### src/rtl/rv_mem_arb.sv
// Two-port (core / DMA) arbiter onto a single fixed-latency memory, one transaction in flight.
// Latency: request sampled in IDLE -> grant next cycle, done MEM_LAT+2 cycles after the sample edge.
// Backpressure: requests are only sampled in IDLE; a requester simply holds req until it sees gnt.
//
// Optional feature: define RV_MEM_ARB_CORE_PRIO_EN to give the core fixed priority on ties
// (default build is round-robin via a 1-bit last-winner pointer).
//
// Ports:
//   clk, rst                         clock, synchronous active-low reset
//   c_req/c_we/c_addr/c_wdata        core command in
//   c_gnt/c_done/c_rdata             core grant pulse, completion pulse, registered read data
//   d_*                              DMA port, same shape as the core port
//   mem_en/mem_we/mem_addr/mem_wdata memory command out (strobe only in ACCESS)
//   mem_rdata                        memory read data, valid MEM_LAT cycles after mem_en
//   busy                             high whenever the FSM is not IDLE
module rv_mem_arb #(
  parameter int unsigned MEM_LAT = 2
) (
  input  logic        clk,
  input  logic        rst,
  input  logic        c_req,
  input  logic        c_we,
  input  logic [31:0] c_addr,
  input  logic [31:0] c_wdata,
  output logic        c_gnt,
  output logic        c_done,
  output logic [31:0] c_rdata,
  input  logic        d_req,
  input  logic        d_we,
  input  logic [31:0] d_addr,
  input  logic [31:0] d_wdata,
  output logic        d_gnt,
  output logic        d_done,
  output logic [31:0] d_rdata,
  output logic        mem_en,
  output logic        mem_we,
  output logic [31:0] mem_addr,
  output logic [31:0] mem_wdata,
  input  logic [31:0] mem_rdata,
  output logic        busy
);

  typedef enum logic [2:0] {
    IDLE   = 3'd0,
    ACCESS = 3'd1,
    WAIT   = 3'd2,
    CAPT   = 3'd3,
    DONE   = 3'd4
  } state_e;

  // WAIT lasts MEM_LAT-1 cycles: load MEM_LAT-2 and leave when the counter reads zero.
  localparam logic [3:0] WAIT_INIT = (MEM_LAT > 1) ? 4'(MEM_LAT - 2) : 4'd0;

  state_e      state_q, state_d;
  logic [3:0]  cnt_q, cnt_d;
  logic        lw_q, lw_d;        // last winner: 0 = core, 1 = DMA
  logic        id_q, id_d;        // current owner: 0 = core, 1 = DMA
  logic        we_q, we_d;
  logic [31:0] addr_q, addr_d;
  logic [31:0] wdata_q, wdata_d;
  logic [31:0] c_rdata_q, c_rdata_d;
  logic [31:0] d_rdata_q, d_rdata_d;
  logic        pick_dma;

  // DMA wins when it is the only requester, or on a tie when the core won last.
`ifdef RV_MEM_ARB_CORE_PRIO_EN
  assign pick_dma = d_req & ~c_req;
`else
  assign pick_dma = d_req & (~c_req | ~lw_q);
`endif

  always_comb begin
    state_d   = state_q;
    cnt_d     = cnt_q;
    lw_d      = lw_q;
    id_d      = id_q;
    we_d      = we_q;
    addr_d    = addr_q;
    wdata_d   = wdata_q;
    c_rdata_d = c_rdata_q;
    d_rdata_d = d_rdata_q;
    c_gnt     = 1'b0;
    d_gnt     = 1'b0;
    c_done    = 1'b0;
    d_done    = 1'b0;
    mem_en    = 1'b0;
    mem_we    = 1'b0;

    case (state_q)
      IDLE: begin
        if (c_req || d_req) begin
          id_d    = pick_dma;
          we_d    = pick_dma ? d_we    : c_we;
          addr_d  = pick_dma ? d_addr  : c_addr;
          wdata_d = pick_dma ? d_wdata : c_wdata;
          state_d = ACCESS;
        end
      end
      ACCESS: begin
        c_gnt  = ~id_q;
        d_gnt  = id_q;
        mem_en = 1'b1;
        mem_we = we_q;
        lw_d   = id_q;
        if (MEM_LAT > 1) begin
          cnt_d   = WAIT_INIT;
          state_d = WAIT;
        end else begin
          state_d = CAPT;
        end
      end
      WAIT: begin
        if (cnt_q == 4'd0) begin
          state_d = CAPT;
        end else begin
          cnt_d = cnt_q - 4'd1;
        end
      end
      CAPT: begin
        // Only the owner's register moves, and only for a read.
        if (!we_q) begin
          if (id_q) begin
            d_rdata_d = mem_rdata;
          end else begin
            c_rdata_d = mem_rdata;
          end
        end
        state_d = DONE;
      end
      DONE: begin
        c_done  = ~id_q;
        d_done  = id_q;
        state_d = IDLE;
      end
      default: begin
        state_d = IDLE;
      end
    endcase
  end

  always_ff @(posedge clk) begin
    if (!rst) begin
      state_q   <= IDLE;
      cnt_q     <= 4'd0;
      lw_q      <= 1'b1;              // DMA "won last" so the core takes the first tie
      id_q      <= 1'b0;
      we_q      <= 1'b0;
      addr_q    <= 32'd0;
      wdata_q   <= 32'd0;
      c_rdata_q <= 32'd0;
      d_rdata_q <= 32'd0;
    end else begin
      state_q   <= state_d;
      cnt_q     <= cnt_d;
      lw_q      <= lw_d;
      id_q      <= id_d;
      we_q      <= we_d;
      addr_q    <= addr_d;
      wdata_q   <= wdata_d;
      c_rdata_q <= c_rdata_d;
      d_rdata_q <= d_rdata_d;
    end
  end

  // Address/data come straight from the latched command, so they hold outside ACCESS.
  assign mem_addr  = addr_q;
  assign mem_wdata = wdata_q;
  assign c_rdata   = c_rdata_q;
  assign d_rdata   = d_rdata_q;
  assign busy      = (state_q != IDLE);

endmodule

### config.mk
export PLATFORM = sky130hd
export DESIGN_NAME = rv_mem_arb
export DESIGN_NICKNAME = d
export VERILOG_FILES = /design/src/rtl/rv_mem_arb.sv
export SDC_FILE = /design/constraint.sdc
export NUM_CORES = 1
export LEC_CHECK = 0
export BUFFER_PORTS_ARGS = -buffer_cell sky130_fd_sc_hd__buf_2
export CORE_AREA = 2 2 117 119
export CTS_BUF_LIST = sky130_fd_sc_hd__clkbuf_8
export CTS_CLUSTER_DIAMETER = 150
export DETAILED_ROUTE_END_ITERATION = 16
export DIE_AREA = 0 0 119 121
export GPL_TIMING_DRIVEN = 0
export PLACE_DENSITY_LB_ADDON = 0.08
export SETUP_SLACK_MARGIN = 0.3
export SLEW_MARGIN = 25
export SYNTH_ARGS = -nofsm -noshare
export SYNTH_HDL_FRONTEND = slang
export SYNTH_SLANG_ARGS = --single-unit
### constraint.sdc
create_clock -name clk -period 2.6 [get_ports clk]
set_input_delay 0.39 -clock clk [delete_from_list [all_inputs] [get_ports clk]]
set_output_delay 0.39 -clock clk [all_outputs]
set_load 0.03 [all_outputs]
==> run metrics, run 1 <==
pin count of the biggest net entering global routing=17; routed via count divided by cell count=5.06; buffers inserted during post-CTS setup optimization=0; IO buf count=299; share of the synthesized area in compound gates (AO/OA/AOI/OAI)=0.172; multiplexer share of the synthesized area=0.113; setup total negative slack=0 ns; kind of end point of the critical path=primary output; clk_lat worst skew=0.44 ns; cell count of the worst reg-to-reg path=7; Placer Congestion=0.824; number of buffers on the longest clock path=2; shortest period the worst path allows=2.15 ns; via count of the first global-routing pass=5771; combinational family with the most area after synthesis=simple AND/OR/NAND/NOR gates; power density over the cells=788 nW/um^2; synthesized netlist cell count=673; Die Footprint=14400 sq um; status=complete, no violations; RSZ-0062 raised after global routing=false; slack of the critical path=0.449 ns; Crit-path slowest cell=sky130_fd_sc_hd__or3b_4; quantity of hold-fixing buffers added after cts=0; most common cell type on the critical path=sky130_fd_sc_hd__buf_2; Hold Crit Depth=3; number of optimization iterations in the first detailed-route pass=4; clock transition time at the flip-flop clock pins of the worst setup and hold paths=0.08 ns; number of remaining DRC errors=0; clk_skew=0.0109 ns; detailed-route wire length=18000 um; die width=119 um; antenna-violating nets left=0; capturing point of the worst reg2reg path=mem_wdata[14]; Unique masters post-synth=36; number of sinks handled by clock tree synthesis=138; critical path type=reg -> out; setup slack of the worst register-to-register path=0.73 ns; R2R Path Start=state_q[0]; remaining max-slew budget at the tightest pin=0.613; filler instances=1232; synthesized-area fraction occupied by and/or/nand/nor cells=0.180; crit path DAT=1.76 ns; syn avg cell area=8.57 sq um; register area share after synthesis=0.479; final-report hold violation count=0; routed wirelength normalized by instance count=15.2 um; worst endpoint required time=2.21 ns; final-report setup violation count=0; nets in the synthesized netlist=841; Row Count=42; most frequent standard cell in the layout excluding fill and tap cells=sky130_fd_sc_hd__buf_2; max_cap viols=0; total number of vias=5991; P_leak=3.90 nW; GR Overflow Total=0; crit-path max cell delay=0.42 ns; CTS tree=built; area of the placeable core=13100 sq um; xor/xnor cell area share of the yosys netlist=0.00152; Pins Over Slew Limit=0; beginning of the worst hold path=d_addr[3]; ordered cell list for the critical path=buf_2 -> or3b_4 -> inv_4 -> and2_1 -> buf_2; Clk Tree Root Cell=sky130_fd_sc_hd__clkbuf_8; first-pass GRT wire length=29100 um; met2 layer usage reported by global route=0.434; Final period util=0.827; die height=121 um; number of register bits inferred by synthesis=138; CP Launch Type=flop; Netlist Area Pre-Place=5770 sq um; met1 track utilization from global routing=0.295; initial antenna violation count=3; DPL Wire Length=13800 um; CTS buffer count=17; maximum clock frequency=0.465 GHz; area share of fa/ha/maj cells after synthesis=0.00434; net count reported at finish=1159; Total GRT Usage=0.254; terminating pin of the worst hold path=mem_addr[3]; slew at the pin with the worst max-slew slack=0.580 ns; worst min-delay path class=in -> reg; commonest cells after routing, fill and taps aside=sky130_fd_sc_hd__buf_2 (317), sky130_fd_sc_hd__nand2_1 (227), sky130_fd_sc_hd__dfxtp_1 (138); number of DRC violations after detailed-routing iteration 0=241; gr busiest metal=met2; GR Layer Usage met3=0.0785; number of primary I/O pins=301; H-tree levels=4; largest voltage drop on the vdd net=0.000388 V; Setup Slack @ Placement=0.579 ns; Yosys warnings=0; P&R area growth vs syn=37.4%; Initial Utilization=0.441; share of layout cells above drive strength 1=0.356; largest fanout on the critical path=10
[worst max path at each step]
stage          startpoint             to  slack, ns  cells after the start
3_5_place_dp        d_req  mem_wdata[17]       0.58                      6
6_report       state_q[1]         mem_we       0.45                      5
4_1_cts        state_q[1]          d_gnt       0.38                      5
3_3_place_gp        d_req   mem_wdata[5]       0.57                      6
2_1_floorplan  state_q[0]          d_gnt       0.62                      4
5_1_grt        state_q[1]          d_gnt       0.33                      5
[kinds of logic after synthesis]
family / count (synthesis)
and+or+nand+nor: 255
muxes: 65
DFF: 138
xor gates and xnor gates: 1
buffers and inverters: 69
adders and majority gates: 2
AOI/OAI and AO/OA: 143
[stage by stage]
| stage | total power [W] | instance area [sq um] | utilization | cells | hold WS, ns |
|---|---|---|---|---|---|
| floorplan | 0.00383 | 5770 | - | 673 | 0.455 |
| global placement | 0.00445 | 7480 | 0.572 | 1148 | 0.441 |
| detailed placement | 0.00446 | 7480 | 0.572 | 1148 | 0.447 |
| CTS | 0.00630 | 7920 | 0.605 | 1180 | 0.167 |
| global route | 0.00659 | 7920 | 0.605 | 1181 | 0.188 |
| finish | 0.00624 | 7930 | 0.606 | 1184 | 0.207 |
[worst max-delay path, delay by kind of cell, from the launching register on]
kind	cells	cell delay, ns
simple gates	2	0.54
buf+inv	3	0.46
flops	1	0.32
[where the power goes]
part / switching, W / leakage, nW / internal (W)
clock network: 0.000815 / 0.214 / 0.00102
registers: 0.000142 / 1.13 / 0.00237
logic: 0.00126 / 2.56 / 0.000633
[metal layers]
metal  routed length (um)  vias up
li1                     -     2994
met3                 1500       40
met1                 7340     2712
met2                 8710      241
met5                   23        -
met4                  473        4
[registers in the layout (all words and copies together) (netlist names)]
signal / cells
c_rdata: 32
d_rdata: 32
mem_addr: 32
mem_wdata: 32
cnt_q: 4
state_q: 3
id_q: 1
lw_q: 1
we_q: 1
[cells in the mapped netlist]
cell type,number,area share
sky130_fd_sc_hd__nand2_1,227,0.15
sky130_fd_sc_hd__dfxtp_1,138,0.48
sky130_fd_sc_hd__a21oi_1,68,0.059
sky130_fd_sc_hd__a311oi_1,65,0.099
sky130_fd_sc_hd__mux2i_1,65,0.11
sky130_fd_sc_hd__clkbuf_1,41,0.027
sky130_fd_sc_hd__buf_2,20,0.017
sky130_fd_sc_hd__nor2_1,7,0.0046
sky130_fd_sc_hd__inv_1,5,0.0033
sky130_fd_sc_hd__and2_1,3,0.0033
sky130_fd_sc_hd__nor3_1,3,0.0026
sky130_fd_sc_hd__nor4b_1,3,0.0046
sky130_fd_sc_hd__a311o_1,2,0.0035
sky130_fd_sc_hd__buf_1,2,0.0013
sky130_fd_sc_hd__ha_1,2,0.0043
sky130_fd_sc_hd__or3b_2,2,0.0030
sky130_fd_sc_hd__a2111oi_0,1,0.0015
sky130_fd_sc_hd__a211o_1,1,0.0015
sky130_fd_sc_hd__a211oi_1,1,0.0013
sky130_fd_sc_hd__a21bo_2,1,0.0017
sky130_fd_sc_hd__a21boi_0,1,0.0013
sky130_fd_sc_hd__buf_6,1,0.0020
sky130_fd_sc_hd__nand3_1,1,0.00087
sky130_fd_sc_hd__nand3b_1,1,0.0013
sky130_fd_sc_hd__nand4b_1,1,0.0015
sky130_fd_sc_hd__nor3_2,1,0.0017
sky130_fd_sc_hd__nor4bb_1,1,0.0017
sky130_fd_sc_hd__o211ai_1,1,0.0013
sky130_fd_sc_hd__o21ai_0,1,0.00087
sky130_fd_sc_hd__o31ai_1,1,0.0013
sky130_fd_sc_hd__or2_2,1,0.0011
sky130_fd_sc_hd__or3_1,1,0.0011
sky130_fd_sc_hd__or3b_1,1,0.0015
sky130_fd_sc_hd__or4_1,1,0.0013
sky130_fd_sc_hd__or4_4,1,0.0020
sky130_fd_sc_hd__xnor2_1,1,0.0015
[cell type report]
cell class / count / area, sq um / share of cell area
Multi-Input combinational cell: 466 / 2720 / 0.343
Timing Repair Buffer: 299 / 1500 / 0.189
Sequential cell: 138 / 2760 / 0.348
Antenna cell: 4 / 10.0 / 0.00126
Clock inverter: 12 / 148 / 0.0186
Inverter: 5 / 21.3 / 0.00268
Clock buffer: 20 / 275 / 0.0347
Tap cell: 176 / 220 / 0.0278
Buffer: 64 / 275 / 0.0347
[repair_timing]
item,CTS,global route
endpoints found under the hold margin,0,0
endpoints found under the setup margin,3,1
resized for setup,4,1
Power figures use the tool's default switching activity.
==> run 2: changes to the inputs <==
--- a/config.mk
+++ b/config.mk
@@ -5,12 +5,13 @@
 export SDC_FILE = /design/constraint.sdc
 export NUM_CORES = 1
 export LEC_CHECK = 0
+export ABC_AREA = 1
 export BUFFER_PORTS_ARGS = -buffer_cell sky130_fd_sc_hd__buf_2
-export CORE_AREA = 2 2 117 119
+export CORE_AREA = 2 2 116 118
 export CTS_BUF_LIST = sky130_fd_sc_hd__clkbuf_8
 export CTS_CLUSTER_DIAMETER = 150
 export DETAILED_ROUTE_END_ITERATION = 16
-export DIE_AREA = 0 0 119 121
+export DIE_AREA = 0 0 118 120
 export GPL_TIMING_DRIVEN = 0
 export PLACE_DENSITY_LB_ADDON = 0.08
 export SETUP_SLACK_MARGIN = 0.3
==> constraint.sdc (replaced) <==
create_clock -name clk -period 2.2 [get_ports clk]
set_input_delay 0.33 -clock clk [delete_from_list [all_inputs] [get_ports clk]]
set_output_delay 0.33 -clock clk [all_outputs]
set_load 0.03 [all_outputs]
==> run metrics, run 2 <==
status=complete, no violations (unchanged); R2R Path Start=state_q[0] (unchanged); maximum clock frequency=0.550 GHz; internal cell power=0.00432 W (was 0.00403 W); GR Overflow Total=0 (unchanged); via count of the first global-routing pass=5691 (was 5771); top cells by area in the synthesized netlist=sky130_fd_sc_hd__dfxtp_1 (51%), sky130_fd_sc_hd__a21oi_1 (15%), sky130_fd_sc_hd__o21ai_0 (8.6%) (was sky130_fd_sc_hd__dfxtp_1 (48%), sky130_fd_sc_hd__nand2_1 (15%), sky130_fd_sc_hd__mux2i_1 (11%)); beginning of the worst hold path=d_wdata[8] (was d_addr[3]); Total GRT Usage=0.258 (was 0.254); final-report setup violation count=0 (unchanged); pin count of the biggest net entering global routing=17 (unchanged); part of the total power dissipated in the clock network=0.310 (was 0.294); Die Footprint=14200 sq um (was 14400 sq um); most frequent cell after synthesis=sky130_fd_sc_hd__a21oi_1 (was sky130_fd_sc_hd__nand2_1); slew at the pin with the worst max-slew slack=0.690 ns (was 0.580 ns); capturing point of the worst reg2reg path=d_rdata[13] (was mem_wdata[14]); Initial Utilization=0.419 (was 0.441); terminating pin of the worst hold path=mem_wdata[8] (was mem_addr[3]); initial antenna violation count=1 (was 3); clock transition time at the flip-flop clock pins of the worst setup and hold paths=0.08 ns (about the same); largest fanout on the critical path=8 (was 10); remaining max-slew budget at the tightest pin=0.540 (was 0.613); first-pass GRT wire length=29100 um (about the same); CTS tree=built (unchanged); clk_skew=0.0172 ns (was 0.0109 ns); syn avg cell area=7.60 sq um (was 8.57 sq um); IO buf count=300 (was 299); number of primary I/O pins=301 (unchanged); number of cells upsized or downsized after cts=10 (was 4); total number of vias=6117 (was 5991); fraction of power spent switching nets=0.354 (was 0.355); number of optimization iterations in the first detailed-route pass=5 (was 4); die width=118 um (was 119 um); RSZ-0062 raised after global routing=true (was false); number of buffers on the longest clock path=2 (unchanged); EDFF count, synth=0 (unchanged); final antenna diode count=0 (was 4); clk_lat worst skew=0.44 ns (about the same); Clk Tree Root Cell=sky130_fd_sc_hd__clkbuf_8 (unchanged); worst endpoint required time=1.87 ns (was 2.21 ns); P_leak=3.54 nW (was 3.90 nW); most frequent cells after synthesis=sky130_fd_sc_hd__a21oi_1 (167), sky130_fd_sc_hd__dfxtp_1 (138), sky130_fd_sc_hd__nand2_1 (111), sky130_fd_sc_hd__o21ai_0 (93), sky130_fd_sc_hd__nor2_1 (78) (was sky130_fd_sc_hd__nand2_1 (227), sky130_fd_sc_hd__dfxtp_1 (138), sky130_fd_sc_hd__a21oi_1 (68), sky130_fd_sc_hd__a311oi_1 (65), sky130_fd_sc_hd__mux2i_1 (65)); antenna-violating nets left=0 (unchanged); fin cells=1224 (was 1184); worst min-delay path class=in -> reg (unchanged); area of the placeable core=13000 sq um (was 13100 sq um); buffers inserted during post-CTS setup optimization=0 (unchanged); quantity of hold-fixing buffers added after cts=0 (unchanged); H-tree levels=4 (unchanged); synthesized netlist cell count=716 (was 673); detailed-route wire length=18400 um (was 18000 um); net switching power=0.00237 W (was 0.00222 W); Row Count=42 (unchanged); Unique masters post-synth=24 (was 36); commonest cells after routing, fill and taps aside=sky130_fd_sc_hd__buf_2 (318), sky130_fd_sc_hd__a21oi_1 (167), sky130_fd_sc_hd__dfxtp_1 (136) (was sky130_fd_sc_hd__buf_2 (317), sky130_fd_sc_hd__nand2_1 (227), sky130_fd_sc_hd__dfxtp_1 (138)); CP Launch Type=flop (unchanged); number of register bits inferred by synthesis=138 (unchanged); net count reported at finish=1203 (was 1159); die height=120 um (was 121 um); cell count of the worst reg-to-reg path=6 (was 7); Netlist Area Pre-Place=5440 sq um (was 5770 sq um); number of DRC violations after detailed-routing iteration 0=362 (was 241); share of the synthesized area in the top cell type=0.508 (was 0.479); Hold Crit Depth=3 (unchanged); routed via count divided by cell count=5.00 (was 5.06); kind of end point of the critical path=primary output (unchanged); crit path DAT=1.49 ns (was 1.76 ns); P&R area growth vs syn=39.3% (was 37.4%); Placer Congestion=0.843 (was 0.824); number of sinks handled by clock tree synthesis=138 (unchanged); setup slack of the worst register-to-register path=0.60 ns (was 0.73 ns); most frequent standard cell in the layout excluding fill and tap cells=sky130_fd_sc_hd__buf_2 (unchanged); nets in the synthesized netlist=884 (was 841); number of remaining DRC errors=0 (unchanged); setup total negative slack=0 ns (unchanged); DP Cell Count=1192 (was 1148); biggest area consumer among synthesized cells=sky130_fd_sc_hd__dfxtp_1 (unchanged); Final period util=0.827; routed wirelength normalized by instance count=15.0 um (was 15.2 um); worst hold slack=0.122 ns (was 0.207 ns); final-report hold violation count=0 (unchanged); Yosys warnings=0 (unchanged); register area share after synthesis=0.508 (was 0.479); DPL Wire Length=13900 um (was 13800 um); shortest period the worst path allows=1.82 ns; CTS buffer count=17 (unchanged); Top FF cell, synth=sky130_fd_sc_hd__dfxtp_1 (unchanged); power density over the cells=883 nW/um^2 (was 788 nW/um^2); Pins Over Slew Limit=0 (unchanged); Gate power share=0.261 (was 0.303); critical path type=reg -> out (unchanged); Reg power frac=0.429 (was 0.403); share of layout cells above drive strength 1=0.351 (was 0.356); post-synthesis async set-or-reset flop share=0 (unchanged); largest voltage drop on the vdd net=0.000422 V (was 0.000388 V); max_cap viols=0 (unchanged)
-- run 2: worst max-delay path by stage --
stage	start	to	slack [ns]	cells past startpoint
6_report	state_q[1]	c_gnt	0.38	4
3_3_place_gp	rst	mem_wdata[23]	0.41	5
5_1_grt	state_q[1]	c_gnt	0.26	4
3_5_place_dp	rst	mem_wdata[21]	0.38	5
4_1_cts	state_q[2]	c_gnt	0.34	4
2_1_floorplan	id_q	d_done	0.68	3
-- run 2: worst max-delay path, cell delays in order (launching register included) --
cell	delay, ns
sky130_fd_sc_hd__dfxtp_1	0.34
sky130_fd_sc_hd__inv_2	0.13
sky130_fd_sc_hd__nand3_2	0.18
sky130_fd_sc_hd__nor2_1	0.17
sky130_fd_sc_hd__buf_2	0.22
-- run 2: kinds of logic after synthesis --
kind of cell    after synthesis  synth area share
flops                       138             0.508
fa+ha+maj                     2           0.00460
buf+inv                      76            0.0591
compound gates              269             0.249
simple gates                231             0.180
-- run 2: layout make-up --
type | count | area [sq um]
Clock buffer | 18 | 248
Sequential cell | 138 | 2770
Fill cell | 1371 | 5400
Multi-Input combinational cell | 502 | 2360
Buffer | 60 | 267
Inverter | 16 | 66.3
Timing Repair Buffer | 300 | 1500
Tap cell | 176 | 220
Clock inverter | 14 | 146
-- run 2: power groups by stage --
| stage | logic (W) | clock network (W) | registers, W |
|---|---|---|---|
| 2_1_floorplan | 0.000699 | 0 | 0.00334 |
| 3_3_place_gp | 0.00174 | 0 | 0.00292 |
| 3_5_place_dp | 0.00175 | 0 | 0.00291 |
| 4_1_cts | 0.00176 | 0.00213 | 0.00287 |
| 5_1_grt | 0.00192 | 0.00224 | 0.00290 |
| 6_report | 0.00175 | 0.00207 | 0.00287 |
-- run 2: per-stage QoR --
stage | power, W | cell area (sq um) | setup slack, ns | util
after floorplan | 0.00404 | 5440 | 0.681 | -
after global placement | 0.00466 | 7160 | 0.406 | 0.552
after detailed placement | 0.00466 | 7160 | 0.384 | 0.552
after CTS | 0.00675 | 7580 | 0.340 | 0.584
after global routing | 0.00706 | 7580 | 0.255 | 0.584
final | 0.00669 | 7580 | 0.381 | 0.584
-- run 2: per-layer routing --
metal  share of wire  track usage
met5         0.00060            0
met4           0.020       0.0919
met3           0.085       0.0779
met2            0.49        0.438
met1            0.41        0.309
==> run 3: changes to the inputs <==
--- a/config.mk
+++ b/config.mk
@@ -7,11 +7,11 @@
 export LEC_CHECK = 0
 export ABC_AREA = 1
 export BUFFER_PORTS_ARGS = -buffer_cell sky130_fd_sc_hd__buf_2
-export CORE_AREA = 2 2 116 118
+export CORE_MARGIN = 1.5
+export CORE_UTILIZATION = 41
 export CTS_BUF_LIST = sky130_fd_sc_hd__clkbuf_8
 export CTS_CLUSTER_DIAMETER = 150
 export DETAILED_ROUTE_END_ITERATION = 16
-export DIE_AREA = 0 0 118 120
 export GPL_TIMING_DRIVEN = 0
 export PLACE_DENSITY_LB_ADDON = 0.08
 export SETUP_SLACK_MARGIN = 0.3
==> constraint.sdc (replaced) <==
create_clock -name clk -period 1.65 [get_ports clk]
set_input_delay 0.2475 -clock clk [delete_from_list [all_inputs] [get_ports clk]]
set_output_delay 0.2475 -clock clk [all_outputs]
set_load 0.03 [all_outputs]
==> run metrics, run 3 (synthesis results as in run 2) <==
H-tree levels=4 (unchanged); pin count of the biggest net entering global routing=17 (unchanged); Die Footprint=14000 sq um (was 14200 sq um); R2R Path Start=state_q[1] (was state_q[0]); P_leak=4.08 nW (was 3.54 nW); die height=118 um (was 120 um); final-report setup violation count=0 (unchanged); Gate power share=0.331 (was 0.261); quantity of hold-fixing buffers added after cts=0 (unchanged); setup slack of the worst register-to-register path=0.16 ns (was 0.60 ns); Placement Cell Area=7160 sq um (about the same); largest voltage drop on the vdd net=0.000882 V (was 0.000422 V); maximum clock frequency=0.643 GHz; first-pass GRT wire length=29300 um (was 29100 um); internal cell power=0.00636 W (was 0.00432 W); number of remaining DRC errors=0 (unchanged); net switching power=0.00359 W (was 0.00237 W); status=complete, no violations (unchanged); IO buf count=300 (unchanged); slew at the pin with the worst max-slew slack=0.710 ns (was 0.690 ns); worst min-delay path class=in -> reg (unchanged); Reg power frac=0.388 (was 0.429); Row Count=41 (was 42); share of layout cells above drive strength 1=0.506 (was 0.351); fin cells=1260 (was 1224); P&R area growth vs syn=67.9% (was 39.3%); filler instances=1073 (was 1371); Pins Over Slew Limit=0 (unchanged); setup total negative slack=0 ns (unchanged); DPL Wire Length=13800 um (was 13900 um); routed via count divided by cell count=5.22 (was 5.00); clock transition time at the flip-flop clock pins of the worst setup and hold paths=0.08 ns (about the same); shortest period the worst path allows=1.56 ns; critical path type=reg -> out (unchanged); final-report hold violation count=0 (unchanged); number of sinks handled by clock tree synthesis=138 (unchanged); CP Launch Type=flop (unchanged); Clk Tree Root Cell=sky130_fd_sc_hd__clkbuf_8 (unchanged); clk_lat worst skew=0.46 ns (was 0.44 ns); routed wirelength normalized by instance count=16.7 um (was 15.0 um); Placer Congestion=0.866 (was 0.843); total number of vias=6576 (was 6117); number of primary I/O pins=301 (unchanged); post-route standard cell area excluding fillers=9140 sq um (was 7580 sq um); Core Util, Final=0.715 (was 0.584); antenna-violating nets left=0 (unchanged); CTS buffer count=17 (unchanged); fraction of power spent switching nets=0.361 (was 0.354); CTS tree=built (unchanged); cell count of the worst reg-to-reg path=8 (was 6); remaining max-slew budget at the tightest pin=0.527 (was 0.540); worst endpoint required time=1.40 ns (was 1.87 ns); number of buffers on the longest clock path=2 (unchanged); largest fanout on the critical path=10 (was 8); Final Power=0.00995 W (was 0.00669 W); power density over the cells=1090 nW/um^2 (was 883 nW/um^2); most frequent standard cell in the layout excluding fill and tap cells=sky130_fd_sc_hd__buf_2 (unchanged); part of the total power dissipated in the clock network=0.281 (was 0.310); DP Cell Count=1188 (was 1192); commonest cells after routing, fill and taps aside=sky130_fd_sc_hd__buf_2 (295), sky130_fd_sc_hd__dfxtp_1 (133), sky130_fd_sc_hd__a21oi_1 (104) (was sky130_fd_sc_hd__buf_2 (318), sky130_fd_sc_hd__a21oi_1 (167), sky130_fd_sc_hd__dfxtp_1 (136)); crit path DAT=1.31 ns (was 1.49 ns); detailed-route wire length=21000 um (was 18400 um); Final period util=0.943; number of DRC violations after detailed-routing iteration 0=325 (was 362); GR Overflow Total=0 (unchanged); net count reported at finish=1243 (was 1203); initial antenna violation count=0 (was 1); Total GRT Usage=0.262 (was 0.258); final antenna diode count=0 (unchanged); capturing point of the worst reg2reg path=c_rdata[4] (was d_rdata[13]); Hold Crit Depth=3 (unchanged); CP startpoint=id_q (was state_q[1]); area of the placeable core=12800 sq um (was 13000 sq um); clk_skew=0.0116 ns (was 0.0172 ns); termination of the worst setup path=d_done (was c_gnt); FF+latch area=2780 sq um (was 2770 sq um); max_cap viols=0 (unchanged); RSZ-0062 raised after global routing=true (unchanged); Multi-input gate area=2970 sq um (was 2360 sq um); via count of the first global-routing pass=5944 (was 5691); die width=118 um (about the same); kind of end point of the critical path=primary output (unchanged); Initial Utilization=0.426 (was 0.419); number of optimization iterations in the first detailed-route pass=5 (unchanged)
[run 3: layout make-up]
cell class / instances / share of cell area
buffer: 60 / 0.0631
clock buffer: 18 / 0.0271
clock inverter: 14 / 0.0163
inverter: 16 / 0.0107
multi-input combinational: 502 / 0.325
sequential: 138 / 0.304
tap: 172 / 0.0235
timing repair buffer: 340 / 0.230
[run 3: how the worst min path moves through the flow]
stage                startpoint             to  slack [ns]
detailed placement   c_rdata[9]     c_rdata[9]        0.45
CTS                   d_addr[1]    mem_addr[1]        0.02
finish               d_addr[20]   mem_addr[20]        0.04
global route         d_addr[20]   mem_addr[20]        0.02
floorplan           d_wdata[25]  mem_wdata[25]        0.39
global placement    c_rdata[25]    c_rdata[25]        0.45
[run 3: worst max-delay path: stages, from the launching register on]
cell	delay, ns
sky130_fd_sc_hd__dfxtp_4	0.37
sky130_fd_sc_hd__clkinv_4	0.06
sky130_fd_sc_hd__clkbuf_16	0.15
sky130_fd_sc_hd__nor2_2	0.11
sky130_fd_sc_hd__buf_4	0.17
[run 3: power groups by stage]
stage | Combinational, W | Clock, W | Sequential, W
3_3_place_gp | 0.00232 | 0 | 0.00389
4_1_cts | 0.00249 | 0.00282 | 0.00383
2_1_floorplan | 0.000932 | 0 | 0.00445
3_5_place_dp | 0.00233 | 0 | 0.00388
6_report | 0.00329 | 0.00280 | 0.00386
5_1_grt | 0.00350 | 0.00297 | 0.00390
[run 3: metrics by stage]
step | hold WS (ns) | setup WS, ns
after floorplan | 0.389 | 0.205
after global placement | 0.447 | -0.0595
after detailed placement | 0.452 | -0.0531
after CTS | 0.0172 | 0.0944
after global routing | 0.0223 | 0.0398
final | 0.0352 | 0.0944
[run 3: layer usage]
layer,GRT usage,up-vias,routed length (um)
li1,-,3183,-
met1,0.301,3077,8250
met2,0.465,273,10700
met3,0.0859,43,1570
met4,0.0686,0,445
met5,0,-,0
[run 3: what timing repair did]
item	4_1_cts	5_1_grt
setup endpoints to repair	133	135
cloned	0	14
pin swaps	5	15
setup buffers	9	17
resized for setup	78	304
